[config.mk]
export PLATFORM = sky130hd
export DESIGN_NAME = key_expand
export DESIGN_NICKNAME = d
export VERILOG_FILES = /design/src/rtl/key_expand.sv
export SDC_FILE = /design/constraint.sdc
export NUM_CORES = 1
export LEC_CHECK = 0
export CELL_PAD_IN_SITES_DETAIL_PLACEMENT = 2
export CELL_PAD_IN_SITES_GLOBAL_PLACEMENT = 2
export CORE_MARGIN = 5
export CORE_UTILIZATION = 28
export DETAILED_ROUTE_END_ITERATION = 7
export PLACE_DENSITY_LB_ADDON = 0.1
export RECOVER_POWER = 50
export SYNTH_ARGS = -nofsm -noshare
export SYNTH_HDL_FRONTEND = slang
export SYNTH_SLANG_ARGS = --single-unit
export TNS_END_PERCENT = 100
[constraint.sdc]
create_clock -name clk -period 3.6 [get_ports clk]
set_input_delay 0.54 -clock clk [delete_from_list [all_inputs] [get_ports clk]]
set_output_delay 0.54 -clock clk [all_outputs]
set_load 0.02 [all_outputs]
[src/rtl/key_expand.sv]
// rtl/key_expand.sv - AES-128 key schedule, one round key per request
//
// Ports:
//   clk      in   1    rising-edge clock
//   rst      in   1    asynchronous active-low reset
//   key_in   in   128  cipher key, byte k0 at [127:120] .. k15 at [7:0]
//   key_load in   1    pulse: capture key_in as round-0 key (wins over next_req)
//   next_req in   1    pulse: compute the next round key (ignored unless HOLD, rnd<10)
//   rk       out  128  current round key, same byte order as key_in
//   rk_valid out  1    rk is stable and corresponds to rnd
//   rnd      out  4    round index of rk, 0..10
//   busy     out  1    round-key computation in progress
//   done     out  1    rk holds the round-10 key and is valid
module key_expand (
  input  logic         clk,
  input  logic         rst,
  input  logic [127:0] key_in,
  input  logic         key_load,
  input  logic         next_req,
  output logic [127:0] rk,
  output logic         rk_valid,
  output logic [3:0]   rnd,
  output logic         busy,
  output logic         done
);

  typedef enum logic [1:0] {IDLE, HOLD, SUB, XOR} state_t;

  state_t state, state_nxt;

  logic [1:0]  cnt;
  logic [31:0] temp;
  logic [7:0]  sub_in;
  logic [7:0]  sub_out;
  logic [7:0]  rcon;
  logic        start;
  logic [31:0] t_rc, w0n, w1n, w2n, w3n;

  // AES forward S-box, entry 0 in the most significant byte.
  localparam logic [2047:0] SBOX = {
    128'h637c777bf26b6fc53001672bfed7ab76,
    128'hca82c97dfa5947f0add4a2af9ca472c0,
    128'hb7fd9326363ff7cc34a5e5f171d83115,
    128'h04c723c31896059a071280e2eb27b275,
    128'h09832c1a1b6e5aa0523bd6b329e32f84,
    128'h53d100ed20fcb15b6acbbe394a4c58cf,
    128'hd0efaafb434d338545f9027f503c9fa8,
    128'h51a3408f929d38f5bcb6da2110fff3d2,
    128'hcd0c13ec5f974417c4a77e3d645d1973,
    128'h60814fdc222a908846eeb814de5e0bdb,
    128'he0323a0a4906245cc2d3ac629195e479,
    128'he7c8376d8dd54ea96c56f4ea657aae08,
    128'hba78252e1ca6b4c6e8dd741f4bbd8b8a,
    128'h703eb5664803f60e613557b986c11d9e,
    128'he1f8981169d98e949b1e87e9ce5528df,
    128'h8ca1890dbfe6426841992d0fb054bb16
  };

  // Byte selected for this cycle's lookup: walks RotWord(w3) = w3 bytes 1,2,3,0.
  always_comb begin
    sub_in = rk[23:16];
    case (cnt)
      2'd0: sub_in = rk[23:16];
      2'd1: sub_in = rk[15:8];
      2'd2: sub_in = rk[7:0];
      2'd3: sub_in = rk[31:24];
      default: sub_in = rk[23:16];
    endcase
  end

  assign sub_out = SBOX[11'd2047 - {sub_in, 3'b000} -: 8];

  // rcon for the round being produced (rnd+1); rnd is 0..9 whenever XOR runs.
  always_comb begin
    rcon = 8'h00;
    case (rnd)
      4'd0: rcon = 8'h01;
      4'd1: rcon = 8'h02;
      4'd2: rcon = 8'h04;
      4'd3: rcon = 8'h08;
      4'd4: rcon = 8'h10;
      4'd5: rcon = 8'h20;
      4'd6: rcon = 8'h40;
      4'd7: rcon = 8'h80;
      4'd8: rcon = 8'h1b;
      4'd9: rcon = 8'h36;
      default: rcon = 8'h00;
    endcase
  end

  assign t_rc = temp ^ {rcon, 24'h000000};
  assign w0n  = rk[127:96] ^ t_rc;
  assign w1n  = rk[95:64]  ^ w0n;
  assign w2n  = rk[63:32]  ^ w1n;
  assign w3n  = rk[31:0]   ^ w2n;

  assign start = (state == HOLD) && next_req && (rnd < 4'd10);

  always_ff @(posedge clk or negedge rst) begin
    if (!rst) state <= IDLE;
    else      state <= state_nxt;
  end

  always_comb begin
    state_nxt = state;
    if (key_load) begin
      state_nxt = HOLD;
    end else begin
      case (state)
        IDLE: state_nxt = IDLE;
        HOLD: if (start) state_nxt = SUB;
        SUB:  if (cnt == 2'd3) state_nxt = XOR;
        XOR:  state_nxt = HOLD;
        default: state_nxt = IDLE;
      endcase
    end
  end

  always_ff @(posedge clk or negedge rst) begin
    if (!rst) begin
      rk       <= '0;
      rnd      <= '0;
      rk_valid <= 1'b0;
      busy     <= 1'b0;
      cnt      <= '0;
      temp     <= '0;
    end else if (key_load) begin
      rk       <= key_in;
      rnd      <= '0;
      rk_valid <= 1'b1;
      busy     <= 1'b0;
      cnt      <= '0;
      temp     <= '0;
    end else begin
      case (state)
        HOLD: begin
          if (start) begin
            rk_valid <= 1'b0;
            busy     <= 1'b1;
            cnt      <= '0;
          end
        end
        SUB: begin
          case (cnt)
            2'd0: temp[31:24] <= sub_out;
            2'd1: temp[23:16] <= sub_out;
            2'd2: temp[15:8]  <= sub_out;
            2'd3: temp[7:0]   <= sub_out;
            default: temp[31:24] <= sub_out;
          endcase
          cnt <= cnt + 2'd1;
        end
        XOR: begin
          rk       <= {w0n, w1n, w2n, w3n};
          rnd      <= rnd + 4'd1;
          rk_valid <= 1'b1;
          busy     <= 1'b0;
        end
        default: ;
      endcase
    end
  end

  assign done = rk_valid & (rnd == 4'd10);

endmodule

# Yosys cells after proc, flatten, opt, wreduce, memory -nomap -nowiden
# Memory sizes are Yosys's and may differ from the RTL's.
# Cells that the tools add are included.
[word_totals] ff_bits=170 rom_bits=128 inputBits=132 output_inout_bits=135 word_cells=74 mem_count=1
[memory_table] name="(no name shown)" words=16 word_bits=8 rd=1 rd_ports_with_merged_regs=0 wr=0 line="76" text="case (rnd)"
[op_classes] n_addsub=3 order_cmp=1 n_eq_ne=9 shift=1 n_mux=24 n_bitwise=6 n_reduce_logical=19
[op_table] operator="2055-bit by 12-bit indexed part select with 8-bit output (first input constant)" count=1
[op_table] operator="128-bit two-way mux" count=2
[op_table] operator="32-bit bitwise XOR" count=5
[op_table] operator="32-bit two-way mux" count=2
[op_table] operator="8-bit two-way mux" count=4
[op_table] operator="8-bit case mux with 4 select lines" count=1
[op_table] operator="2-bit AND reduction" count=7
[op_table] operator="2-bit nonzero test" count=6
[op_table] operator="11-bit subtractor (first input constant)" count=1
[op_table] operator="2-bit two-way mux" count=5
[op_table] operator="2-bit == test (second input constant)" count=4
[op_table] operator="4-bit two-way mux" count=2
[op_table] operator="2-bit case mux with 4 select lines" count=1
[op_table] operator="3-bit inequality test (second input constant)" count=2
[op_table] operator="3-bit nonzero test" count=2
[op_table] operator="4-bit by 1-bit adder with 4-bit output (second input constant)" count=1
[op_table] operator="2-bit by 1-bit == test with 1-bit output (second input constant)" count=2
[op_table] operator="4-bit == test (second input constant)" count=1
[op_table] operator="2-bit logical NOT" count=2
[op_table] operator="4-bit < comparator (second input constant)" count=1
[op_table] operator="1-bit two-way mux" count=4
[op_table] operator="1-bit case mux with 2 select lines" count=2
[op_table] operator="2-bit case mux with 2 select lines" count=1
[op_table] operator="2-bit by 1-bit adder with 2-bit output (second input constant)" count=1
[op_table] operator="2 further kinds" count=3

# Depth between registers and ports, before layout
# An unclocked memory read counts as a cell.
[depth] word_depth=8 mapped_depth=17 mapped_depth_nobuf=14

# Least setup slack after synthesis
# No wires, ideal clock.
[synth_path] path_kind="register -> register" from="register cnt[0]" to="register temp[2]" setup_ps=87 t_arrival_ps=3657 t_required_ps=3513 setup_slack_ps=-144 stages_incl_launch_ff=17 path_buffers=4 period_less_slack_ps=3744 path_cell_list="dfrtp_1 -> inv_1 -> ha_1 -> buf_6 -> a222oi_1 -> mux2i_4 -> buf_2 -> buf_6 -> ha_1 -> inv_1 -> clkbuf_1 -> o211ai_1 -> a311oi_1 -> nor3_1 -> nor3_1 -> nor4_4 -> a211oi_2"
[synth_between] elab_chain_cells=7 word_cells_on_any_way=12 classes_between="add/sub: 1; eq/ne: 3; shift: 1; mux: 4; reduce/logical: 3"
[synth_rtl] element="from (decl)" line="31" text="logic [1:0] cnt;"
[synth_rtl] element="from (signal assigned)" line="151" text="cnt <= cnt + 2'd1;"
[synth_rtl] element="2-bit == test (tied with other cells)" line="62, 144"
[synth_rtl] element="8-bit case mux with 4 select lines" line="62" text="case (cnt)"
[synth_rtl] element="11-bit subtractor" line="71" text="assign sub_out = SBOX[11'd2047 - {sub_in, 3'b000} -: 8];"
[synth_rtl] element="2055-bit by 12-bit indexed part select with 8-bit output" line="71"
[synth_rtl] element="8-bit two-way mux" line="144" text="case (cnt)"
[synth_rtl] element="32-bit two-way mux" line="135" text="case (state)"
[synth_rtl] element="32-bit two-way mux" line="127" text="end else if (key_load) begin"
[synth_rtl] element="to (signal assigned)" line="148" text="2'd3: temp[7:0] <= sub_out;"
[synth_rtl] element="to (decl)" line="32" text="logic [31:0] temp;"
# Several ways; a longest one is shown, not always the timed one. The select of a mux whose other input is x is not followed.
# A chain may end at the register's enable or synchronous reset.

# Final worst setup path
[layout_path] from="register cnt[0]" to="register temp[28]"
[layout_between] elab_chain_cells=7 word_cells_on_any_way=12 classes_between="add/sub: 1; eq/ne: 3; shift: 1; mux: 4; reduce/logical: 3"
[layout_rtl] element="2-bit == test (tied with other cells)" line="62"
[layout_rtl] element="8-bit case mux with 4 select lines" line="62"
[layout_rtl] element="11-bit subtractor" line="71"
[layout_rtl] element="2055-bit by 12-bit indexed part select with 8-bit output" line="71"
[layout_rtl] element="8-bit two-way mux" line="144"
[layout_rtl] element="32-bit two-way mux" line="135"
[layout_rtl] element="32-bit two-way mux" line="127"
[layout_rtl] element="to (signal assigned)" line="145" text="2'd0: temp[31:24] <= sub_out;"
[layout_rtl] element="to (signal assigned)" line="149" text="default: temp[31:24] <= sub_out;"
# Several ways; a longest one is shown, not always the timed one. The select of a mux whose other input is x is not followed.

==> flow_summary.ini <==
[cts]
clock_tree_from_tritoncts = yes
cts_buffers = 17
worst_setup_hold_path_clk_slew_ns = 0.07
htree_levels = 4
ctsLongestPathBuffers = 2
clk_root_buffer_cell = clkbuf_16
clock_sinks = 170
worstSkewPairLatency_ns = 0.49
holdBufCountCts = 0

[finish]
finish.cell_count_without_fillers = 2594
fillers = 4992
layout-drive-gt1-share_pct = 22.1
flow.area_growth_from_synthesis_pct = 50.3
final_layout_net_count = 2132

[hold_path]
type_of_the_tightest_min_delay_check = register to register

[routing]
drt-vias-per-instance = 5.59
drt_drc_violations_left = 0
drt.antenna.violating_nets = 0
routed_wire_length_per_instance_um = 29.3
route.vias.total = 14499
postRouteWirelength_um = 75900
drt_iter0_markers = 918
drt-pass1-iter-count = 5

[logic_synthesis]
area_share_of_the_largest_cell_type_after_synthesis_pct = 33.5
synth_sequential_area_ratio_pct = 33.5
avgSynthCellArea_um2 = 8.24
postSynthCellCount = 1541
mappedNetlistArea_um2 = 12700
synth-warning-count = 0
netlist-cell-type-count = 82
ys_seq_elements = 170
async_reset_ff_share_pct = 100
synth_flop_cell = dfrtp_1
syn_nets = 1696
synth_largest_area_cell = dfrtp_1
synthTopCellsByArea = dfrtp_1, nand2_1, xnor2_1, xor2_1, o21ai_0
count_of_flip_flops_with_a_built_in_enable_after_synthesis = 0

[sta]
final.period_utilization_pct = 102
finalSetupViolCount = 12
clock_skew_ns = 0.0142
hold_viol_final = 0
timing_max_transition_violations_final = 127
totalNegativeSetupSlack_ns = -0.349
timing_worst_slew_pin_value_ns = 2.28
post-route-min-period_ns = 3.66
achievable-frequency_mhz = 274
worst_hold_slack_ns = 0.565
grt_setup_unrepaired = true
slew_headroom_pct = -51.8
final.setup.worst_slack_ns = -0.0560

[place]
io_port_bufs = 266
hpwl_um = 57800
cell_count_after_placement = 2540
globalplace.congestion = 1.04
preCtsSetupSlack_ns = -0.527

[pwr]
power_leakage_uw = 0.00760
peakVddDrop_v = 0.000415
power_density_nw_per_um2 = 888

[die]
floorplan.core_area_um2 = 45100
floorplan.die.width_um = 223
die_area_um2 = 49700
start_util_pct = 28.2
chipHeight_um = 223
core.rowCount = 78
floorplan.io_pins = 267

[run_status]
outcome = finished with violations
violations = max-capacitance violations, max-slew violations, negative setup slack

[critical_path]
endpoint_kind = register
crit_fanout = 19
worst_r2r_setup_slack_ns = -0.06
crit_arrival_ns = 4.05
start_kind = register
worstPathRequired_ns = 4.00
timing.setup.critical_path_class = register to register

[run]
cap_viol_max_count = 2

[global_route]
globalRouteTotalUtil_pct = 29.3
via_count_of_the_first_global_routing_pass = 15745
grt_start_max_net_pins = 154
globalRoute.totalOverflow = 0
grt_first_pass_wirelength_um = 109000
number_of_antenna_violations_at_the_first_check_in_global_routing = 5
[worst max-delay path: stages, from the launching register on]
cell       delay, ns
dfrtp_2         0.47
inv_4           0.10
buf_4           0.11
ha_2            0.21
buf_12          0.15
buf_12          0.17
a21oi_4         0.06
a21oi_4         0.33
buf_4           0.31
nor2_1          0.09
buf_4           0.18
o21ai_0         0.30
a2111oi_4       0.16
o32ai_2         0.46
nand2_2         0.24
o21ai_1         0.20
[layer usage]
metal | track usage [%] | up-vias | part of all wire (%)
met1 | 36.3 | 7350 | 41
met2 | 48.0 | 587 | 47
li1 | - | 6368 | -
met5 | 0 | - | 0.028
met4 | 11.9 | 4 | 4.4
met3 | 8.30 | 190 | 7.4
[layout by cell type (no fill, tap or decap), types with 18 or more instances in the layout]
cell	netlist	routed
o21ai_1	25	29
nor3_1	24	20
nor2_1	89	86
xor2_1	102	102
xnor2_1	102	100
nand3_1	20	20
buf_4	11	236
nand3b_1	20	20
nand2_1	271	263
clkdlybuf4s50_1	0	234
clkbuf_16	0	18
dlygate4sd3_1	0	30
dfrtp_1	170	168
buf_12	0	20
a211oi_1	29	19
a21oi_1	77	68
o21ai_0	170	160
[cells in the mapped netlist, types with 7 or more instances]
master       n
a211oi_1    29
a211oi_2     7
a21boi_0     7
a21o_1       8
a21oi_1     77
a221oi_1    12
a22oi_1      7
a311oi_1     7
a31oi_1     12
a32oi_1      9
and2_1       7
and3_1       9
buf_2       37
buf_4       11
buf_6       12
clkbuf_1    65
dfrtp_1    170
ha_1        23
inv_1       20
mux2i_1     17
nand2_1    271
nand2b_1    10
nand3_1     20
nand3b_1    20
nor2_1      89
nor2b_1      8
nor3_1      24
o2111ai_1    9
o211ai_1    17
o21ai_0    170
o21ai_1     25
o221ai_1    12
xnor2_1    102
xor2_1     102
[logic make-up after synthesis]
| logic type | after synthesis | synth area share, % |
|---|---|---|
| AOI/OAI and AO/OA | 486 | 25.3 |
| and+or+nand+nor | 483 | 16.8 |
| xor gates and xnor gates | 204 | 14.1 |
| DFF | 170 | 33.5 |
| buffers and inverters | 151 | 5.89 |
| muxes | 24 | 2.25 |
| adders and majority gates | 23 | 2.27 |
[per-stage QoR]
stage / total power [µW] / utilization, % / area, µm²
6_report: 17000 / 42.3 / 19100
5_1_grt: 17600 / 42.3 / 19100
4_1_cts: 16100 / 40.9 / 18500
3_5_place_dp: 13900 / 39.2 / 17700
3_3_place_gp: 13900 / 39.2 / 17700
2_1_floorplan: 8000 / - / 12700
[cell type report]
type	count	area (µm²)	area share, %
multi-input combinational	1220	8310	43.5
timing repair buffer	544	5080	26.6
sequential	170	4260	22.3
tap	600	751	3.93
clock buffer	18	439	2.30
clock inverter	14	144	0.754
inverter	24	101	0.531
antenna	4	10.0	0.0524
[worst paths after layout]
check                                      from                   end  depth (start not counted)
min in group asynchronous                   rst    rk[69]$_DFFE_PN0N_                          1
max in group asynchronous                   rst    cnt[0]$_DFFE_PN0P_                          2
hold reg to reg            temp[31]$_DFFE_PN0P_  temp[31]$_DFFE_PN0P_                          2
setup / recovery             cnt[0]$_DFFE_PN0P_  temp[28]$_DFFE_PN0P_                         15
hold / removal             temp[31]$_DFFE_PN0P_  temp[31]$_DFFE_PN0P_                          2
setup reg to reg             cnt[0]$_DFFE_PN0P_  temp[28]$_DFFE_PN0P_                         15
[power breakdown]
part           internal [µW]  total, µW  switching (µW)
Sequential              2310       2910             594
Clock                    944       1900             952
Combinational           4940      12200            7220
Total                   8200      17000            8760
[registers in the layout (all words and copies together), names as in the netlist]
name      count
rnd           4
temp         32
rk_valid      1
cnt           2
busy          1
state         2
rk          128
[timing repair]
action                                  CTS  global route
pin swaps                                10            35
gates resized for setup                  42           114
endpoints found under the setup margin   32            32
setup buffers                             1            17
gates cloned                              0             1
hold endpoints to repair                  0             0
Note: power is estimated with default switching activity, not from simulation.
